`src/rtl/text_console_pkg.sv`:
```
// rtl/text_console_pkg.sv - shared constants, control codes and state type for the text console writer
// Contents: screen geometry defaults, blank fill code, control code values,
//           FSM state enum and a printable-byte predicate.
package text_console_pkg;

  localparam int DEF_COLS = 80;
  localparam int DEF_ROWS = 25;

  localparam logic [7:0] BLANK_CHAR = 8'h20;

  localparam logic [7:0] CC_BS  = 8'h08;
  localparam logic [7:0] CC_TAB = 8'h09;
  localparam logic [7:0] CC_LF  = 8'h0A;
  localparam logic [7:0] CC_FF  = 8'h0C;
  localparam logic [7:0] CC_CR  = 8'h0D;

  typedef enum logic [1:0] {
    IDLE       = 2'd0,
    CLEAR_ALL  = 2'd1,
    CLEAR_LINE = 2'd2
  } state_t;

  function automatic logic is_printable(input logic [7:0] c);
    return (c >= 8'h20) && (c <= 8'h7E);
  endfunction

endpackage

```
`src/rtl/text_cursor.sv`:
```
// rtl/text_cursor.sv - cursor position register with per-code next-cursor decode
// Ports: clk, rst (async, active-high); step applies the decode of code to the
//        cursor; home forces 0,0; col/row are the registered cursor;
//        line_advance flags codes that move to a new (cleared) line;
//        row_base = row*COLS and cur_addr = row*COLS+col in text RAM space.
module text_cursor #(
  parameter int COLS   = text_console_pkg::DEF_COLS,
  parameter int ROWS   = text_console_pkg::DEF_ROWS,
  parameter int ADDR_W = 11
) (
  input  logic              clk,
  input  logic              rst,
  input  logic              step,
  input  logic              home,
  input  logic [7:0]        code,
  output logic [6:0]        col,
  output logic [4:0]        row,
  output logic              line_advance,
  output logic [ADDR_W-1:0] row_base,
  output logic [ADDR_W-1:0] cur_addr
);
  import text_console_pkg::*;

  localparam logic [6:0] LAST_COL = 7'(COLS - 1);
  localparam logic [4:0] LAST_ROW = 5'(ROWS - 1);

  logic [6:0] col_q, col_d, new_col;
  logic [4:0] row_q, row_d;
  logic [7:0] tab_col;

  // Decode is evaluated every cycle; it only takes effect when step is high.
  always_comb begin
    new_col      = col_q;
    line_advance = 1'b0;
    // Next multiple of 8; 8 bits wide so the 80 overflow case is visible.
    tab_col      = {1'b0, col_q | 7'd7} + 8'd1;
    if (is_printable(code)) begin
      if (col_q == LAST_COL) begin
        new_col      = 7'd0;
        line_advance = 1'b1;
      end else begin
        new_col = col_q + 7'd1;
      end
    end else begin
      case (code)
        CC_CR:  new_col = 7'd0;
        CC_LF:  line_advance = 1'b1;
        CC_BS:  if (col_q != 7'd0) new_col = col_q - 7'd1;
        CC_TAB: begin
          if (tab_col >= 8'(COLS)) begin
            new_col      = 7'd0;
            line_advance = 1'b1;
          end else begin
            new_col = tab_col[6:0];
          end
        end
        default: ;
      endcase
    end
  end

  always_comb begin
    col_d = col_q;
    row_d = row_q;
    if (home) begin
      col_d = 7'd0;
      row_d = 5'd0;
    end else if (step) begin
      col_d = new_col;
      if (line_advance) row_d = (row_q == LAST_ROW) ? 5'd0 : row_q + 5'd1;
    end
  end

  always_ff @(posedge clk or posedge rst) begin
    if (rst) begin
      col_q <= 7'd0;
      row_q <= 5'd0;
    end else begin
      col_q <= col_d;
      row_q <= row_d;
    end
  end

  assign row_base = ADDR_W'(row_q) * ADDR_W'(COLS);
  assign cur_addr = row_base + ADDR_W'(col_q);
  assign col      = col_q;
  assign row      = row_q;

endmodule

```
`src/rtl/text_console_writer.sv`:
```
// rtl/text_console_writer.sv - byte stream to text RAM writer with cursor, control codes and clears
// Ports: clk, reset (async, active-high); char_data/char_valid/char_ready byte
//        handshake; write_address/write_data/write_en text RAM write port;
//        cursor_col/cursor_row current cursor; busy high while clearing.
module text_console_writer #(
  parameter int         COLS       = text_console_pkg::DEF_COLS,
  parameter int         ROWS       = text_console_pkg::DEF_ROWS,
  parameter int         ADDR_W     = 11,
  parameter logic [7:0] BLANK_CHAR = text_console_pkg::BLANK_CHAR
) (
  input  logic              clk,
  input  logic              reset,
  input  logic [7:0]        char_data,
  input  logic              char_valid,
  output logic              char_ready,
  output logic [ADDR_W-1:0] write_address,
  output logic [7:0]        write_data,
  output logic              write_en,
  output logic [6:0]        cursor_col,
  output logic [4:0]        cursor_row,
  output logic              busy
);
  import text_console_pkg::*;

  localparam logic [ADDR_W-1:0] LAST_ALL  = ADDR_W'(COLS * ROWS - 1);
  localparam logic [ADDR_W-1:0] LAST_LINE = ADDR_W'(COLS - 1);

  state_t            state_q, state_d;
  logic [ADDR_W-1:0] cnt_q, cnt_d;
  logic              we_q, we_d;
  logic [ADDR_W-1:0] addr_q, addr_d;
  logic [7:0]        data_q, data_d;
  logic              ready_q, ready_d;
  logic              busy_q, busy_d;

  logic              accept, home, line_advance;
  logic [ADDR_W-1:0] row_base, cur_addr;

  // ready_q is only ever high in IDLE, so this is the full handshake.
  assign accept = char_valid && ready_q;

  text_cursor #(.COLS(COLS), .ROWS(ROWS), .ADDR_W(ADDR_W)) u_cursor (
    .clk          (clk),
    .rst          (reset),
    .step         (accept),
    .home         (home),
    .code         (char_data),
    .col          (cursor_col),
    .row          (cursor_row),
    .line_advance (line_advance),
    .row_base     (row_base),
    .cur_addr     (cur_addr)
  );

  always_comb begin
    state_d = state_q;
    cnt_d   = cnt_q;
    we_d    = 1'b0;
    addr_d  = addr_q;
    data_d  = data_q;
    home    = 1'b0;
    case (state_q)
      CLEAR_ALL: begin
        we_d   = 1'b1;
        addr_d = cnt_q;
        data_d = BLANK_CHAR;
        if (cnt_q == LAST_ALL) begin
          state_d = IDLE;
          cnt_d   = '0;
          home    = 1'b1;
        end else begin
          cnt_d = cnt_q + ADDR_W'(1);
        end
      end
      CLEAR_LINE: begin
        // The cursor row already points at the new line here.
        we_d   = 1'b1;
        addr_d = row_base + cnt_q;
        data_d = BLANK_CHAR;
        if (cnt_q == LAST_LINE) begin
          state_d = IDLE;
          cnt_d   = '0;
        end else begin
          cnt_d = cnt_q + ADDR_W'(1);
        end
      end
      IDLE: begin
        if (accept) begin
          if (is_printable(char_data)) begin
            we_d   = 1'b1;
            addr_d = cur_addr;
            data_d = char_data;
          end else if (char_data == CC_BS && cursor_col != 7'd0) begin
            we_d   = 1'b1;
            addr_d = cur_addr - ADDR_W'(1);
            data_d = BLANK_CHAR;
          end
          if (char_data == CC_FF) begin
            state_d = CLEAR_ALL;
            cnt_d   = '0;
          end else if (line_advance) begin
            state_d = CLEAR_LINE;
            cnt_d   = '0;
          end
        end
      end
      default: state_d = IDLE;
    endcase
    ready_d = (state_d == IDLE);
    busy_d  = (state_d != IDLE);
  end

  always_ff @(posedge clk or posedge reset) begin
    if (reset) begin
      state_q <= CLEAR_ALL;
      cnt_q   <= '0;
      we_q    <= 1'b0;
      addr_q  <= '0;
      data_q  <= 8'h00;
      ready_q <= 1'b0;
      busy_q  <= 1'b1;
    end else begin
      state_q <= state_d;
      cnt_q   <= cnt_d;
      we_q    <= we_d;
      addr_q  <= addr_d;
      data_q  <= data_d;
      ready_q <= ready_d;
      busy_q  <= busy_d;
    end
  end

  assign char_ready    = ready_q;
  assign busy          = busy_q;
  assign write_en      = we_q;
  assign write_address = addr_q;
  assign write_data    = data_q;

endmodule

```
`config.mk`:
```
export PLATFORM = sky130hd
export DESIGN_NAME = text_console_writer
export DESIGN_NICKNAME = d
export VERILOG_FILES = /design/src/rtl/text_console_pkg.sv /design/src/rtl/text_cursor.sv /design/src/rtl/text_console_writer.sv
export SDC_FILE = /design/constraint.sdc
export NUM_CORES = 1
export LEC_CHECK = 0
export BUFFER_PORTS_ARGS = -buffer_cell sky130_fd_sc_hd__buf_2
export CELL_PAD_IN_SITES_DETAIL_PLACEMENT = 1
export CELL_PAD_IN_SITES_GLOBAL_PLACEMENT = 1
export CORE_MARGIN = 2
export CORE_UTILIZATION = 44
export DETAILED_ROUTE_END_ITERATION = 10
export HOLD_SLACK_MARGIN = 0.15
export PLACE_DENSITY_LB_ADDON = 0.3
export SKIP_LAST_GASP = 1
export SLEW_MARGIN = 30
export SYNTH_ARGS = -nofsm -noshare
export SYNTH_HDL_FRONTEND = slang
export SYNTH_SLANG_ARGS = --single-unit
```
`constraint.sdc`:
```
create_clock -name clk -period 3.7 [get_ports clk]
set_input_delay 0.37 -clock clk [delete_from_list [all_inputs] [get_ports clk]]
set_output_delay 0.37 -clock clk [all_outputs]
set_load 0.05 [all_outputs]
```
# Word-level counts from Yosys, hierarchy flattened
# Index checks and enable logic that the tools add are counted.
[totals]
in_bits = 11
output_inout_bits = 34
reg_bits = 47
[op_classes]
order_cmp = 3
n_eq_ne = 15
n_reduce_logical = 18
multipliers = 1
muxes = 41
n_addsub = 8
[op_table]
columns = ["op", "count"]
rows = [
  ["$mux 11", 8],
  ["$pmux 11 s3", 2],
  ["$mux 7", 6],
  ["$eq 8x4->1 const B", 5],
  ["$mux 8", 3],
  ["$pmux 7 s3", 1],
  ["$mux 5", 4],
  ["$pmux 8 s2", 1],
  ["$reduce_and 3->1", 4],
  ["$add 11x1->11 const B", 1],
  ["$add 11x11->11", 1],
  ["$add 11x7->11", 1],
  ["$eq 11x11->1 const B", 1],
  ["$eq 11x7->1 const B", 1],
  ["$sub 11x1->11 const B", 1],
  ["$mux 2", 5],
  ["$add 7x1->8 const B", 1],
  ["$ge 8x6->1 const B", 1],
  ["$ge 8x7->1 const B", 1],
  ["$le 8x7->1 const B", 1],
  ["$mux 1", 8],
  ["$reduce_bool 2->1", 4],
  ["$add 7x1->7 const B", 1],
  ["$eq 7x7->1 const B", 1],
  ["18 further kinds", 23],
]

# Depth between registers and ports, before layout
[logic_depth]
ltp_word = 10
ltp_mapped = 14

# Hierarchy
# From an unflattened synthesis, not the netlist that was laid out.
[unflattened]
cells_unflattened = 526
area_unflattened_um2 = 4411.7
[modules_own_cells]
columns = ["module", "seq_area_each_um2", "area_each_um2", "n_inst", "cells_each"]
rows = [
  ["text_console_writer", 878.3, 2745.1, 1, 327],
  ["text_cursor", 300.3, 1666.6, 1, 199],
]

# Worst setup path after synthesis
# Ideal clock, no wire load.
[synth_path]
kind = "register -> register"
from = "register u_cursor.row_q[1], in the netlist u_cursor.row[1]"
to = "register addr_q[10], in the netlist write_address[10]"
setup_slack_ns = 0.477
period_less_slack_ns = 3.223
stages_incl_launch_ff = 14
arrival_time_ns = 3.091
cell_sequence = "dfrtp_1 ha_1 ha_1 inv_1 fa_1 xor2_1 inv_1 ha_1 nand3_1 o211ai_1 nor2_1 mux2_2 a31oi_1 a32oi_1"
[synth_between]
elab_chain_cells = 7
word_cells_on_any_way = 8
[synth_lines]
columns = ["element", "line", "rtl"]
rows = [
  ["start: declaration", "text_cursor.sv:28", "logic [4:0] row_q, row_d;"],
  ["start signal: assignment", "text_cursor.sv:80", "row_q <= row_d;"],
  ["$mul 5x3->7 *", "text_cursor.sv:84", "assign row_base = ADDR_W'(row_q) * ADDR_W'(COLS);"],
  ["$add 11x7->11", "text_cursor.sv:85", "assign cur_addr = row_base + ADDR_W'(col_q);"],
  ["$sub 11x1->11", "text_console_writer.sv:95", "addr_d = cur_addr - ADDR_W'(1);"],
  ["$mux 11", "text_console_writer.sv:93", "end else if (char_data == CC_BS && cursor_col != 7'd0) begin"],
  ["$mux 11", "text_console_writer.sv:89", "if (is_printable(char_data)) begin"],
  ["$mux 11", "text_console_writer.sv:88", "if (accept) begin"],
  ["$pmux 11 s3 *", "text_console_writer.sv:62", "case (state_q)"],
  ["end signal: assignment", "text_console_writer.sv:126", "addr_q <= addr_d;"],
  ["end: declaration", "text_console_writer.sv:31", "logic [ADDR_W-1:0] addr_q, addr_d;"],
]
# Every way passes the cells marked *; elsewhere a longest branch is shown, timed or not. The select of a mux whose other input is x is not followed.
# A chain may end at the register's enable or synchronous reset.

# Final worst setup path
# Same ends and word-level chain as after synthesis.

==> impl_metrics.json <==
{
  "overflow": 0,
  "first_iter_violations": 111,
  "path_max_fanout": 9,
  "worst_slew_pin_slew_ns": 0.8515,
  "cts_setup_buffers": 0,
  "period_needed_ns": 3.366,
  "wl_um": 10590,
  "rrSetupSlack_ns": 0.33,
  "crit_path_frequent_cell": "ha_1",
  "synth_top_area_share_pct": 30.99,
  "power_uw": 968.3,
  "ys_warn_count": 0,
  "period_share_pct": 90.98,
  "r2r-end": "write_address[10]$_DFFE_PP0P_",
  "worstHoldStart": "char_data[1]",
  "power-per-cell-area_nw_per_um2": 238.2,
  "highest_layer": "met4",
  "fill_cells": 1030,
  "max_stage_delay_ns": 0.51,
  "avgSynthCellArea_sq_um": 8.529,
  "fin_nets": 507,
  "start_util_pct": 44.90,
  "clockRootBuffer": "clkbuf_8",
  "fp.dieH_um": 94.88,
  "max-cap-violations": 0,
  "hold-worst-slack_ns": 0.3035,
  "viasPerCell": 5.988,
  "die_w_um": 94.88,
  "cp_top_family": "adder cells",
  "grt_pass1_wl_um": 17620,
  "syn_nets": 468,
  "antennaDiodeCount": 0,
  "hpwl_um": 7824,
  "met2_length_um": 5391,
  "wl_per_cell_um": 18.54,
  "area_growth_pct": 11.88,
  "antenna_found_initial": 0,
  "holdPathStages": 2,
  "syn-instance-count": 426,
  "cts_buffers": 5,
  "clk_pin_slew_ns": 0.11,
  "clk_latency_ns": 0.32,
  "crit_slowest_cell": "dfrtp_1",
  "reg2reg_depth": 14,
  "skew_ns": 0.01757,
  "critPathLaunchType": "flop",
  "synth_area_leaders": "dfrtp_1 (31%), ha_1 (9.6%), o21ai_0 (5.5%)",
  "drtAntennaViolNets": 0,
  "ctsHtreeMaxLevel": 2,
  "outcome": "finished clean",
  "grt_start_max_net_pins": 48,
  "synth_edf_count": 0,
  "cts_tree": "done",
  "drc_errors": 0,
  "crit_buf_inv": 2,
  "yosysTopAreaCell": "dfrtp_1",
  "gp_congestion": 0.9814,
  "port_buffers": 44,
  "critPathArrivalTime_ns": 3.60,
  "num_rows": 33,
  "setup_viol": 0,
  "core-area_sq_um": 8093,
  "min_path_type": "primary input to flop",
  "clock_sinks": 47,
  "rsz0062_at_grt": "no",
  "path_class": "flop to flop",
  "r2r_start": "u_cursor.row[1]$_DFFE_PP0P_",
  "fmax_mhz": 297.1,
  "maxSlewHeadroom_pct": 42.71,
  "cp_cell_sequence": "ha_1 > ha_1 > inv_1 > fa_1 > xor2_1 > inv_1 > ha_1 > nand3_1 > o211ai_1 > nor2_1 > xor2_1 > nor3b_1 > a21oi_1 > a32oi_1",
  "yosysSeqAreaShare_pct": 32.44,
  "finalMaxSlewViolations": 0,
  "met3_length_um": 392,
  "required_ns": 3.93,
  "clk_path_buf_depth": 2,
  "whs_endpoint": "write_data[1]$_DFFE_PP0P_",
  "end_kind": "flop",
  "num_io_pins": 45,
  "drt-met1-wl_um": 4631,
  "ir_drop_mv": 0.1636,
  "dieArea_sq_um": 9001,
  "postSynth.asyncResetShare_pct": 100.0,
  "vias": 3419,
  "grt_usage_pct": 24.80,
  "setup_tns_ns": 0,
  "finalHoldViolations": 0,
  "syn_area_sq_um": 3633,
  "grt_pass1_vias": 3558,
  "ys_seq_elements": 47,
  "synth.distinct_cells": 61,
  "drive_gt1_share_pct": 15.45,
  "synthFlopType": "dfrtp_1",
  "drt_first_pass_iters": 4,
  "p_leak_nw": 1.804
}
## cell usage in the layout (no fill, tap or decap), types with 3 or more instances in the layout
cell type / count
xor2_1: 8
o21a_1: 3
a21oi_1: 29
fa_1: 3
and3_1: 7
xnor2_1: 14
nor4_1: 3
buf_2: 44
nand3_1: 15
ha_1: 28
nand2b_1: 9
nor3_1: 10
a221oi_1: 3
a31oi_1: 3
o31ai_1: 7
buf_4: 7
a22oi_1: 3
and2_1: 5
nor2b_1: 5
nand4_1: 5
a32oi_1: 3
nand2_1: 36
o21ai_0: 40
a21o_1: 5
a22o_1: 10
clkbuf_8: 5
nor2_1: 35
dfrtp_1: 45
inv_1: 23
## flip-flops by register name (all words and copies together), names as in the netlist
register       flops
write_en           1
cnt_q             11
write_data         8
u_cursor.row       5
char_ready         1
write_address     11
u_cursor.col       7
state_q            2
busy               1
## cell usage after synthesis (9+ instances only)
master	number
clkbuf_1	15
a21oi_1	29
inv_1	24
dfrtp_1	45
nor2_1	35
nor3_1	10
nand3_1	15
nand2b_1	9
o21ai_0	40
a22o_1	10
xnor2_1	14
nand2_1	36
ha_1	28
## per-layer routing
layer	track usage [%]	vias to the layer above
li1	-	1616
met1	30.31	1695
met2	44.62	91
met3	4.310	17
met4	6.884	0
met5	0	-
## worst max path at each step
stage / from / end / slack (ns) / cells past startpoint
floorplan: u_cursor.row[1]$_DFFE_PP0P_ / write_address[10]$_DFFE_PP0P_ / 0.48 / 13
global placement: u_cursor.row[1]$_DFFE_PP0P_ / write_address[10]$_DFFE_PP0P_ / 0.59 / 14
finish: u_cursor.row[1]$_DFFE_PP0P_ / write_address[10]$_DFFE_PP0P_ / 0.33 / 14
detailed placement: u_cursor.row[1]$_DFFE_PP0P_ / write_address[10]$_DFFE_PP0P_ / 0.43 / 13
global route: u_cursor.row[1]$_DFFE_PP0P_ / write_address[10]$_DFFE_PP0P_ / 0.05 / 14
CTS: u_cursor.row[1]$_DFFE_PP0P_ / write_address[10]$_DFFE_PP0P_ / 0.35 / 14
## layout make-up
type	count	area [sq um]	area share [%]
repair buffers	52	282.8	6.956
inverters	24	92.59	2.278
clock buffers	5	68.82	1.693
flip-flops and latches	47	1179	28.99
multi-input cells	335	2265	55.71
clock inverters	3	46.29	1.139
well taps	105	131.4	3.232
## power breakdown
group | switching [mW] | leakage (nW) | internal (mW) | total, mW
Clock | 0.203 | 0.0548 | 0.204 | 0.407
Combinational | 0.0341 | 1.16 | 0.0140 | 0.0481
Sequential | 0 | 0.589 | 0.513 | 0.513
Total | 0.237 | 1.80 | 0.731 | 0.968
## stage by stage
step | instance area, sq um | util, % | instances | setup WS [ns]
after floorplan | 3633 | - | 426 | 0.4770
after global placement | 3938 | 48.65 | 562 | 0.5929
after detailed placement | 3940 | 48.69 | 562 | 0.4320
after CTS | 4065 | 50.23 | 571 | 0.3517
after global routing | 4065 | 50.23 | 571 | 0.05264
final | 4065 | 50.23 | 571 | 0.3338
## kinds of logic after synthesis
logic type | Yosys count | share of synthesized area, %
adders and majority gates | 31 | 11.29
DFF | 47 | 32.44
and+or+nand+nor | 148 | 21.07
muxes | 4 | 1.171
buffers and inverters | 44 | 5.234
xor gates and xnor gates | 22 | 5.303
AOI/OAI and AO/OA | 130 | 23.49
## timing repair
action | CTS | global route
gates resized for setup | 0 | 0
hold buffers | 1 | 0
hold endpoints to repair | 5 | 0
No activity file was read; power rests on OpenSTA's default activity.
